<file path="src/rtl/mux_scan_sampler_pkg.sv">
// Shared definitions for the mux scan sampler.
//   NUM_CH / SEL_W : channel count of the downstream mux and select width
//   state_e        : scan FSM state encoding
//   entry_state()  : first state of a channel, which depends on the settle time
package mux_scan_sampler_pkg;

    localparam int unsigned NUM_CH = 4;
    localparam int unsigned SEL_W  = 2;

    typedef enum logic [1:0] {
        StIdle   = 2'd0,
        StSettle = 2'd1,
        StSample = 2'd2
    } state_e;

    // With no settle time, every cycle of a scan is a sample cycle.
    function automatic state_e entry_state(input int unsigned settle_cycles);
        return (settle_cycles == 0) ? StSample : StSettle;
    endfunction

endpackage

</file>
<file path="src/rtl/mux_scan_sampler_if.sv">
// Control/data bundle between the scan sampler and its user.
//   start, cont, abort : scan control (master -> slave)
//   mux_out            : output of the downstream 4:1 mux (master -> slave)
//   s0, s1             : mux selects (slave -> master)
//   busy, done, data   : scan status and captured word (slave -> master)
interface mux_scan_sampler_if;
    import mux_scan_sampler_pkg::*;

    logic              start;
    logic              cont;
    logic              abort;
    logic              mux_out;
    logic              s0;
    logic              s1;
    logic              busy;
    logic              done;
    logic [NUM_CH-1:0] data;

    modport master (
        output start, cont, abort, mux_out,
        input  s0, s1, busy, done, data
    );

    modport slave (
        input  start, cont, abort, mux_out,
        output s0, s1, busy, done, data
    );

endinterface

</file>
<file path="src/rtl/mux_scan_sampler_settle_counter.sv">
// Settle-time counter: clear has priority over load, load over increment.
//   clk, rst_n : clock, asynchronous active-low reset
//   clr        : force count to zero
//   load       : load load_val
//   inc        : increment by one
//   term_val   : terminal value compared against the current count
//   term       : high while count == term_val
module mux_scan_sampler_settle_counter #(
    parameter int unsigned CNT_W = 4
) (
    input  logic             clk,
    input  logic             rst_n,
    input  logic             clr,
    input  logic             load,
    input  logic [CNT_W-1:0] load_val,
    input  logic             inc,
    input  logic [CNT_W-1:0] term_val,
    output logic             term
);

    logic [CNT_W-1:0] cnt_q, cnt_d;

    always_comb begin
        cnt_d = cnt_q;
        if (clr) begin
            cnt_d = '0;
        end else if (load) begin
            cnt_d = load_val;
        end else if (inc) begin
            cnt_d = cnt_q + CNT_W'(1);
        end
    end

    always_ff @(posedge clk or negedge rst_n) begin
        if (!rst_n) begin
            cnt_q <= '0;
        end else begin
            cnt_q <= cnt_d;
        end
    end

    assign term = (cnt_q == term_val);

endmodule

</file>
<file path="src/rtl/mux_scan_sampler.sv">
// Scans a 4:1 mux through channels 0..3, holding each select for SETTLE_CYCLES+1
// cycles and sampling on the last, then publishes all four samples at once with
// a one-cycle done strobe.
//   clk, rst_n : clock, asynchronous active-low reset
//   bus        : slave side of mux_scan_sampler_if (control, mux_out, selects,
//                busy, done, data)
module mux_scan_sampler
    import mux_scan_sampler_pkg::*;
#(
    parameter int unsigned SETTLE_CYCLES = 1,
    parameter int unsigned CNT_W         = 4
) (
    input  logic                  clk,
    input  logic                  rst_n,
    mux_scan_sampler_if.slave     bus
);

    localparam state_e FirstSt = entry_state(SETTLE_CYCLES);
    // Unused when SETTLE_CYCLES is 0 because SETTLE is never entered.
    localparam logic [CNT_W-1:0] TermVal =
        (SETTLE_CYCLES == 0) ? '0 : CNT_W'(SETTLE_CYCLES - 1);
    localparam logic [SEL_W-1:0] LastCh = SEL_W'(NUM_CH - 1);

    state_e            state_q, state_d;
    logic [SEL_W-1:0]  ch_q, ch_d;
    logic              busy_q, busy_d;
    logic              done_q, done_d;
    logic [NUM_CH-1:0] data_q, data_d;
    logic [NUM_CH-1:0] shadow_q, shadow_d;

    logic cnt_clr, cnt_load, cnt_inc, cnt_term;

    mux_scan_sampler_settle_counter #(
        .CNT_W (CNT_W)
    ) u_settle_counter (
        .clk      (clk),
        .rst_n    (rst_n),
        .clr      (cnt_clr),
        .load     (cnt_load),
        .load_val ('0),
        .inc      (cnt_inc),
        .term_val (TermVal),
        .term     (cnt_term)
    );

    always_comb begin
        state_d  = state_q;
        ch_d     = ch_q;
        busy_d   = busy_q;
        done_d   = 1'b0;
        data_d   = data_q;
        shadow_d = shadow_q;
        cnt_clr  = 1'b0;
        cnt_load = 1'b0;
        cnt_inc  = 1'b0;

        unique case (state_q)
            StIdle: begin
                ch_d   = '0;
                busy_d = 1'b0;
                if (bus.start) begin
                    state_d = FirstSt;
                    busy_d  = 1'b1;
                    cnt_clr = 1'b1;
                end
            end
            StSettle: begin
                cnt_inc = 1'b1;
                if (cnt_term) begin
                    state_d = StSample;
                end
            end
            StSample: begin
                shadow_d[ch_q] = bus.mux_out;
                cnt_load       = 1'b1;
                if (ch_q != LastCh) begin
                    ch_d    = ch_q + SEL_W'(1);
                    state_d = FirstSt;
                end else begin
                    // Publish the whole word in one edge so data never shows a partial scan.
                    data_d         = shadow_q;
                    data_d[LastCh] = bus.mux_out;
                    done_d         = 1'b1;
                    ch_d           = '0;
                    if (bus.cont) begin
                        state_d = FirstSt;
                    end else begin
                        state_d = StIdle;
                        busy_d  = 1'b0;
                    end
                end
            end
            default: begin
                state_d = StIdle;
                ch_d    = '0;
                busy_d  = 1'b0;
            end
        endcase

        // Abort overrides sampling, completion and continuous restart.
        if (bus.abort && (state_q != StIdle)) begin
            state_d  = StIdle;
            ch_d     = '0;
            busy_d   = 1'b0;
            done_d   = 1'b0;
            data_d   = data_q;
            shadow_d = '0;
            cnt_clr  = 1'b1;
            cnt_load = 1'b0;
            cnt_inc  = 1'b0;
        end
    end

    always_ff @(posedge clk or negedge rst_n) begin
        if (!rst_n) begin
            state_q  <= StIdle;
            ch_q     <= '0;
            busy_q   <= 1'b0;
            done_q   <= 1'b0;
            data_q   <= '0;
            shadow_q <= '0;
        end else begin
            state_q  <= state_d;
            ch_q     <= ch_d;
            busy_q   <= busy_d;
            done_q   <= done_d;
            data_q   <= data_d;
            shadow_q <= shadow_d;
        end
    end

    assign bus.s0   = ch_q[0];
    assign bus.s1   = ch_q[1];
    assign bus.busy = busy_q;
    assign bus.done = done_q;
    assign bus.data = data_q;

endmodule
</file>
<file path="src/flat_wrapper.sv">
// flat-port wrapper written by rule: the top's interface ports become plain ports
module mux_scan_sampler_flat import mux_scan_sampler_pkg::*;
#(
    parameter int unsigned SETTLE_CYCLES = 1,
    parameter int unsigned CNT_W         = 4
)
  (clk, rst_n, bus_start, bus_cont, bus_abort, bus_mux_out, bus_s0, bus_s1, bus_busy, bus_done, bus_data);
  mux_scan_sampler_if bus_i ();
  input  logic clk;
  input  logic rst_n;
  input wire logic [$bits(bus_i.start)-1:0] bus_start;
  input wire logic [$bits(bus_i.cont)-1:0] bus_cont;
  input wire logic [$bits(bus_i.abort)-1:0] bus_abort;
  input wire logic [$bits(bus_i.mux_out)-1:0] bus_mux_out;
  output wire logic [$bits(bus_i.s0)-1:0] bus_s0;
  output wire logic [$bits(bus_i.s1)-1:0] bus_s1;
  output wire logic [$bits(bus_i.busy)-1:0] bus_busy;
  output wire logic [$bits(bus_i.done)-1:0] bus_done;
  output wire logic [$bits(bus_i.data)-1:0] bus_data;
  assign bus_i.start = bus_start;
  assign bus_i.cont = bus_cont;
  assign bus_i.abort = bus_abort;
  assign bus_i.mux_out = bus_mux_out;
  assign bus_s0 = bus_i.s0;
  assign bus_s1 = bus_i.s1;
  assign bus_busy = bus_i.busy;
  assign bus_done = bus_i.done;
  assign bus_data = bus_i.data;
  mux_scan_sampler #(.SETTLE_CYCLES(SETTLE_CYCLES), .CNT_W(CNT_W)) u_core (.clk(clk), .rst_n(rst_n), .bus(bus_i));
endmodule
</file>
<file path="config.mk">
export PLATFORM = sky130hd
export DESIGN_NAME = mux_scan_sampler_flat
export DESIGN_NICKNAME = d
export VERILOG_FILES = /design/src/rtl/mux_scan_sampler_pkg.sv /design/src/rtl/mux_scan_sampler_if.sv /design/src/rtl/mux_scan_sampler_settle_counter.sv /design/src/rtl/mux_scan_sampler.sv /design/src/flat_wrapper.sv
export SDC_FILE = /design/constraint.sdc
export NUM_CORES = 1
export LEC_CHECK = 0
export ABC_CLOCK_PERIOD_IN_PS = 1350
export BUFFER_PORTS_ARGS = -buffer_cell sky130_fd_sc_hd__buf_4
export CAP_MARGIN = 20
export CORE_ASPECT_RATIO = 0.75
export CORE_MARGIN = 2
export CORE_UTILIZATION = 49
export DETAILED_ROUTE_END_ITERATION = 12
export PLACE_DENSITY = 0.74
export REMOVE_ABC_BUFFERS = 1
export SLEW_MARGIN = 30
export SYNTH_ARGS = -nofsm -noshare
export SYNTH_HDL_FRONTEND = slang
export SYNTH_HIERARCHICAL = 1
export SYNTH_SLANG_ARGS = --single-unit
</file>
<file path="constraint.sdc">
create_clock -name clk -period 1.35 [get_ports clk]
set_input_delay 0.135 -clock clk [delete_from_list [all_inputs] [get_ports clk]]
set_output_delay 0.135 -clock clk [all_outputs]
set_load 0.01 [all_outputs]
</file>
# Word-level counts from Yosys, hierarchy flattened
# Cells that the tools add are included.
# W data, S select, Z words.
# word_totals
wordCells	62
ff_bits	18
input_bits	6
# op_classes
eq_ne	8
addsub	2
reduce_logical	10
bitwise_logic	2
muxes	31
order_cmp	2
# op_table
operator	count
$mux W4	5
$mux W1	15
$mux W2	6
$ne A3 B2 Y1 const B	2
$pmux W2 S3	1
$reduce_and A3 Y1	2
$add A4 B1 Y4 const B	1
$bwmux W4	1
$logic_not A4 Y1	1
$pmux W2 S2	1
$reduce_bool A2 Y1	2
$lt A2 B3 Y1 const B	1
$ne A3 B1 Y1 const B	1
$ne A3 B3 Y1 const B	1
$pmux W1 S3	1
$reduce_bool A3 Y1	1
$add A2 B1 Y2 const B	1
$demux W1 S2	1
$eq A2 B1 Y1 const B	1
$eq A2 B2 Y1 const B	1
$ge A2 B1 Y1 const B	1
$logic_and A1 B1 Y1	2
$logic_not A2 Y1	1
$ne A2 B1 Y1 const B	1
other kinds (3)	4

# Depth between registers and ports, before layout
# logic_depth
depth_word	7
depth_mapped	6
mapped_depth_nobuf	5

# Modules after synthesis
# The synthesis kept the hierarchy.
# modules_own_cells
mod	area_each_um2	seq_area_each_um2	n_inst	cells_per_inst
mux_scan_sampler	688.2	325.3	1	57
mux_scan_sampler_settle_counter	266.5	100.1	1	27

# Worst setup path before layout
# Ideal clock, no wire load.
# synth_timing
path_type	register to register
startpoint	reg u_core.ch_q[0]
endpoint	reg u_core.data_q[3] (netlist: u_core/bus.data[3])
n_path_buf	0
t_arrival_ns	1.422
slack_ns	-0.196
stages_incl_launch_ff	5
synth_period_minus_slack_ns	1.546
required_time_ns	1.225
cell_sequence	dfrtp_1 > ha_1 > inv_1 > nor4b_4 > mux2_2
# synth_via
elab_chain_cells	3
# synth_lines
element	line	source
start, declared	mux_scan_sampler.sv:25	logic [SEL_W-1:0] ch_q, ch_d;
start signal, assigned	mux_scan_sampler.sv:124	ch_q <= ch_d;
$ne A2 B2 Y1	mux_scan_sampler.sv:76	if (ch_q != LastCh) begin
$not A1 Y1 (no line)	-	
$reduce_and A3 Y1 (no line)	-	
end signal, assigned	mux_scan_sampler.sv:127	data_q <= data_d;
end, declared	mux_scan_sampler.sv:28	logic [NUM_CH-1:0] data_q, data_d;
# No other way between the ends.
# A chain may end at the register's enable or synchronous reset.

# Worst setup path after layout
# layout_timing
startpoint	reg u_core.ch_q[0]
endpoint	reg u_core.data_q[2] (netlist: u_core/bus.data[2])
# The elaborated chain is that of the path after synthesis.

==> summary.txt <==
CTS
  • Clock tree from TritonCTS: done
  • Clock Latency Late Sink: 0.29 ns
  • H-Tree Depth: 1
  • Clk slew on worst S/H paths: 0.09 ns
  • CTS max path bufs: 2
  • Clk sinks: 17
  • Root Buffer: clkbuf_4
  • Num CTS Buffers: 3

GRT
  • Total track usage: 0.241
  • Antenna violations before repair: 0
  • Global-route wire length before repair: 3.91 mm
  • Pin count of the biggest net entering global routing: 18
  • Number of global-route vias before repair: 764
  • GR Overflow Total: 0

Timing
  • Hold_ws: 0.0901 ns
  • Clock skew: 0.00290 ns
  • Final period util: 1.07
  • Final setup fails: 6
  • Final WS setup: -0.0983 ns
  • Fmax: 690 MHz
  • Unrepaired setup endpoints after global routing: yes
  • Post-layout min period: 1.45 ns
  • Hold Fails Final Rpt: 0
  • Max-slew violations: 0

Power and ir drop
  • Worst IR Drop VDD: 0.706 mV
  • Combinational power share: 0.277
  • Clock power frac: 0.227
  • Pwr Density: 906 mW/mm^2
  • Switching share of power: 0.304
  • Seq pwr share: 0.496
  • Switch Pwr: 0.362 mW
  • Final Power: 1.19 mW
  • Pleak: 0.653 nW
  • P_int: 0.828 mW

Setup path
  • Startpoint types: flop
  • Arrival time worst endpoint: 1.63 ns
  • CP max FO: 2
  • Critical path capture point type: flop
  • WS Path Type: flop to flop
  • Worst Path Required: 1.53 ns

Logic synthesis
  • Syn_area_per_cell: 11.4 um^2
  • Cell Area, Synth: 955 um^2
  • Post-Synthesis Cells: 84
  • Main synth FF type: dfrtp_1
  • Synth cell types: 30
  • Synth top area cells: dfrtp_1 (45%), ha_1 (7.9%), mux2_2 (4.7%)
  • Synth async-reset ratio: 1.00
  • Warnings, synthesis: 6
  • Area leader, netlist: dfrtp_1
  • Post-synth top cells: dfrtp_1 (17), ha_1 (6), inv_1 (6)
  • EDFF count, synth: 0
  • Count leader, synth: dfrtp_1
  • Yosys top cell area share: 0.446
  • Register area share after synthesis: 0.446
  • Yosys reg bits: 17

Drt
  • Via count: 781
  • Via-per-instance ratio: 5.42
  • Drt drc: 0
  • Routed WL per cell: 16.9 um
  • DR pass1 iterations: 4
  • Iteration-0 DRC Markers: 21
  • Antenna Nets Post-Route: 0
  • Post-Route WL: 2.43 mm

Floorplan
  • Initial core utilization: 0.534
  • Die width: 55.0 um
  • Die Y: 42.2 um
  • Core Region: 0.00179 mm^2
  • IO Pins: 14
  • Die area: 0.00232 mm^2
  • Site row count: 13

Place
  • Post-DP Area: 0.00114 mm^2
  • Placed cell count: 131
  • Hpwl dp: 1.56 mm
  • GPL Wtd Cong: 0.737
  • Buffers on Ports: 13

Cells and area
  • N_diodes: 0
  • Design area: 0.00131 mm^2
  • Final non-filler cell total: 144
  • Share of layout cells above drive strength 1: 0.434
  • Area Overhead vs Synth: 37.6%
  • Nets@finish: 135
  • Final core utilization: 0.734

Run status
  • Failing checks: negative setup slack
  • Status: complete, but fails checks

Job
  • Max_cap viols: 0

Hold path
  • Min-Delay Path Class: input pin to flop
state kept, by name, summed over array words and instances, names as in the netlist:
register	flops
u_core/bus.busy	1
u_core/bus.data	4
u_core/bus.done	1
u_core/ch_q	2
u_core/shadow_q	3
u_core/state_q	2
u_core/u_settle_counter/cnt_q	4
final cells by class:
type	instances	area (um^2)
fillers	133	475
inverters	6	22.5
flip-flops and latches	17	428
well taps	22	27.5
multi-input cells	65	571
clock buffers	4	26.3
repair buffers	30	239
critical path, stage by stage, from the launching register on:
cell and delay, ns:
dfrtp_1 0.38, ha_2 0.18, inv_2 0.06, nor4b_4 0.24, buf_4 0.18, mux2_4 0.30
what timing repair did:
action / in CTS / in global routing
gates cloned: 1 / 0
pin swaps: 4 / 2
endpoints found under the hold margin: 17 / 0
buffers inserted: 7 / 0
hold buffers: 1 / 0
setup endpoints to repair: 11 / 13
gates resized for setup: 17 / 7
routing by layer:
metal	part of all wire	vias up	routed length, um	global-route usage
met5	0	-	0	0
met4	0.015	0	36	0.0878
met3	0.071	4	173	0.0786
met2	0.46	32	1110	0.345
met1	0.46	381	1110	0.336
li1	-	364	-	-
final timing paths:
kind	start	end	slack, ns	depth (start not counted)
min in group asynchronous	rst_n	u_core/bus.done$_DFF_PN0_	0.24	2
max in group asynchronous	rst_n	u_core/state_q[1]$_DFFE_PN0P_	0.91	2
max	u_core/ch_q[0]$_DFFE_PN0N_	u_core/bus.data[2]$_DFFE_PN0P_	-0.1	5
min	bus_mux_out	u_core/bus.data[3]$_DFFE_PN0P_	0.09	2
min reg2reg	u_core/bus.data[3]$_DFFE_PN0P_	u_core/bus.data[3]$_DFFE_PN0P_	0.52	1
max reg2reg	u_core/ch_q[0]$_DFFE_PN0N_	u_core/bus.data[2]$_DFFE_PN0P_	-0.1	5
cell families (layout without fill, tap and decap cells):
kind of cell / count (synthesis) / count (layout) / synth area share
and+or+nand+nor: 24 / 24 / 0.181
DFF: 17 / 17 / 0.446
AOI/OAI and AO/OA: 13 / 13 / 0.101
buffers and inverters: 9 / 40 / 0.0459
xor gates and xnor gates: 7 / 7 / 0.0642
muxes: 7 / 7 / 0.0799
adders and majority gates: 6 / 6 / 0.0786
other: 1 / 8 / 0.00393
placed cells by master, fill, tap and decap left out, drive strengths merged, types with 2 or more instances in the layout:
cell,count
buf,29
nand2,3
mux2i,2
dfrtp,17
clkbuf,4
inv,6
conb,8
a22o,2
xnor2,2
and2b,3
a21oi,2
o21ai,3
nor2,5
nor3b,4
a221o,3
xor2,5
mux2,5
ha,6
o21a,2
power groups by stage:
stage / logic (mW) / clock network, mW / registers (mW)
finish: 0.330 / 0.270 / 0.590
CTS: 0.315 / 0.278 / 0.588
detailed placement: 0.257 / 0 / 0.598
global placement: 0.238 / 0 / 0.595
floorplan: 0.130 / 0 / 0.597
global route: 0.359 / 0.302 / 0.595
metrics by stage:
step	TNS, ns	worst slack [ns]
floorplan	-1.94	-0.213
global placement	-0.309	-0.0745
detailed placement	-0.757	-0.139
CTS	-0.180	-0.0410
global route	-0.887	-0.158
finish	-0.377	-0.0983
Note: power is estimated with default switching activity, not from simulation.
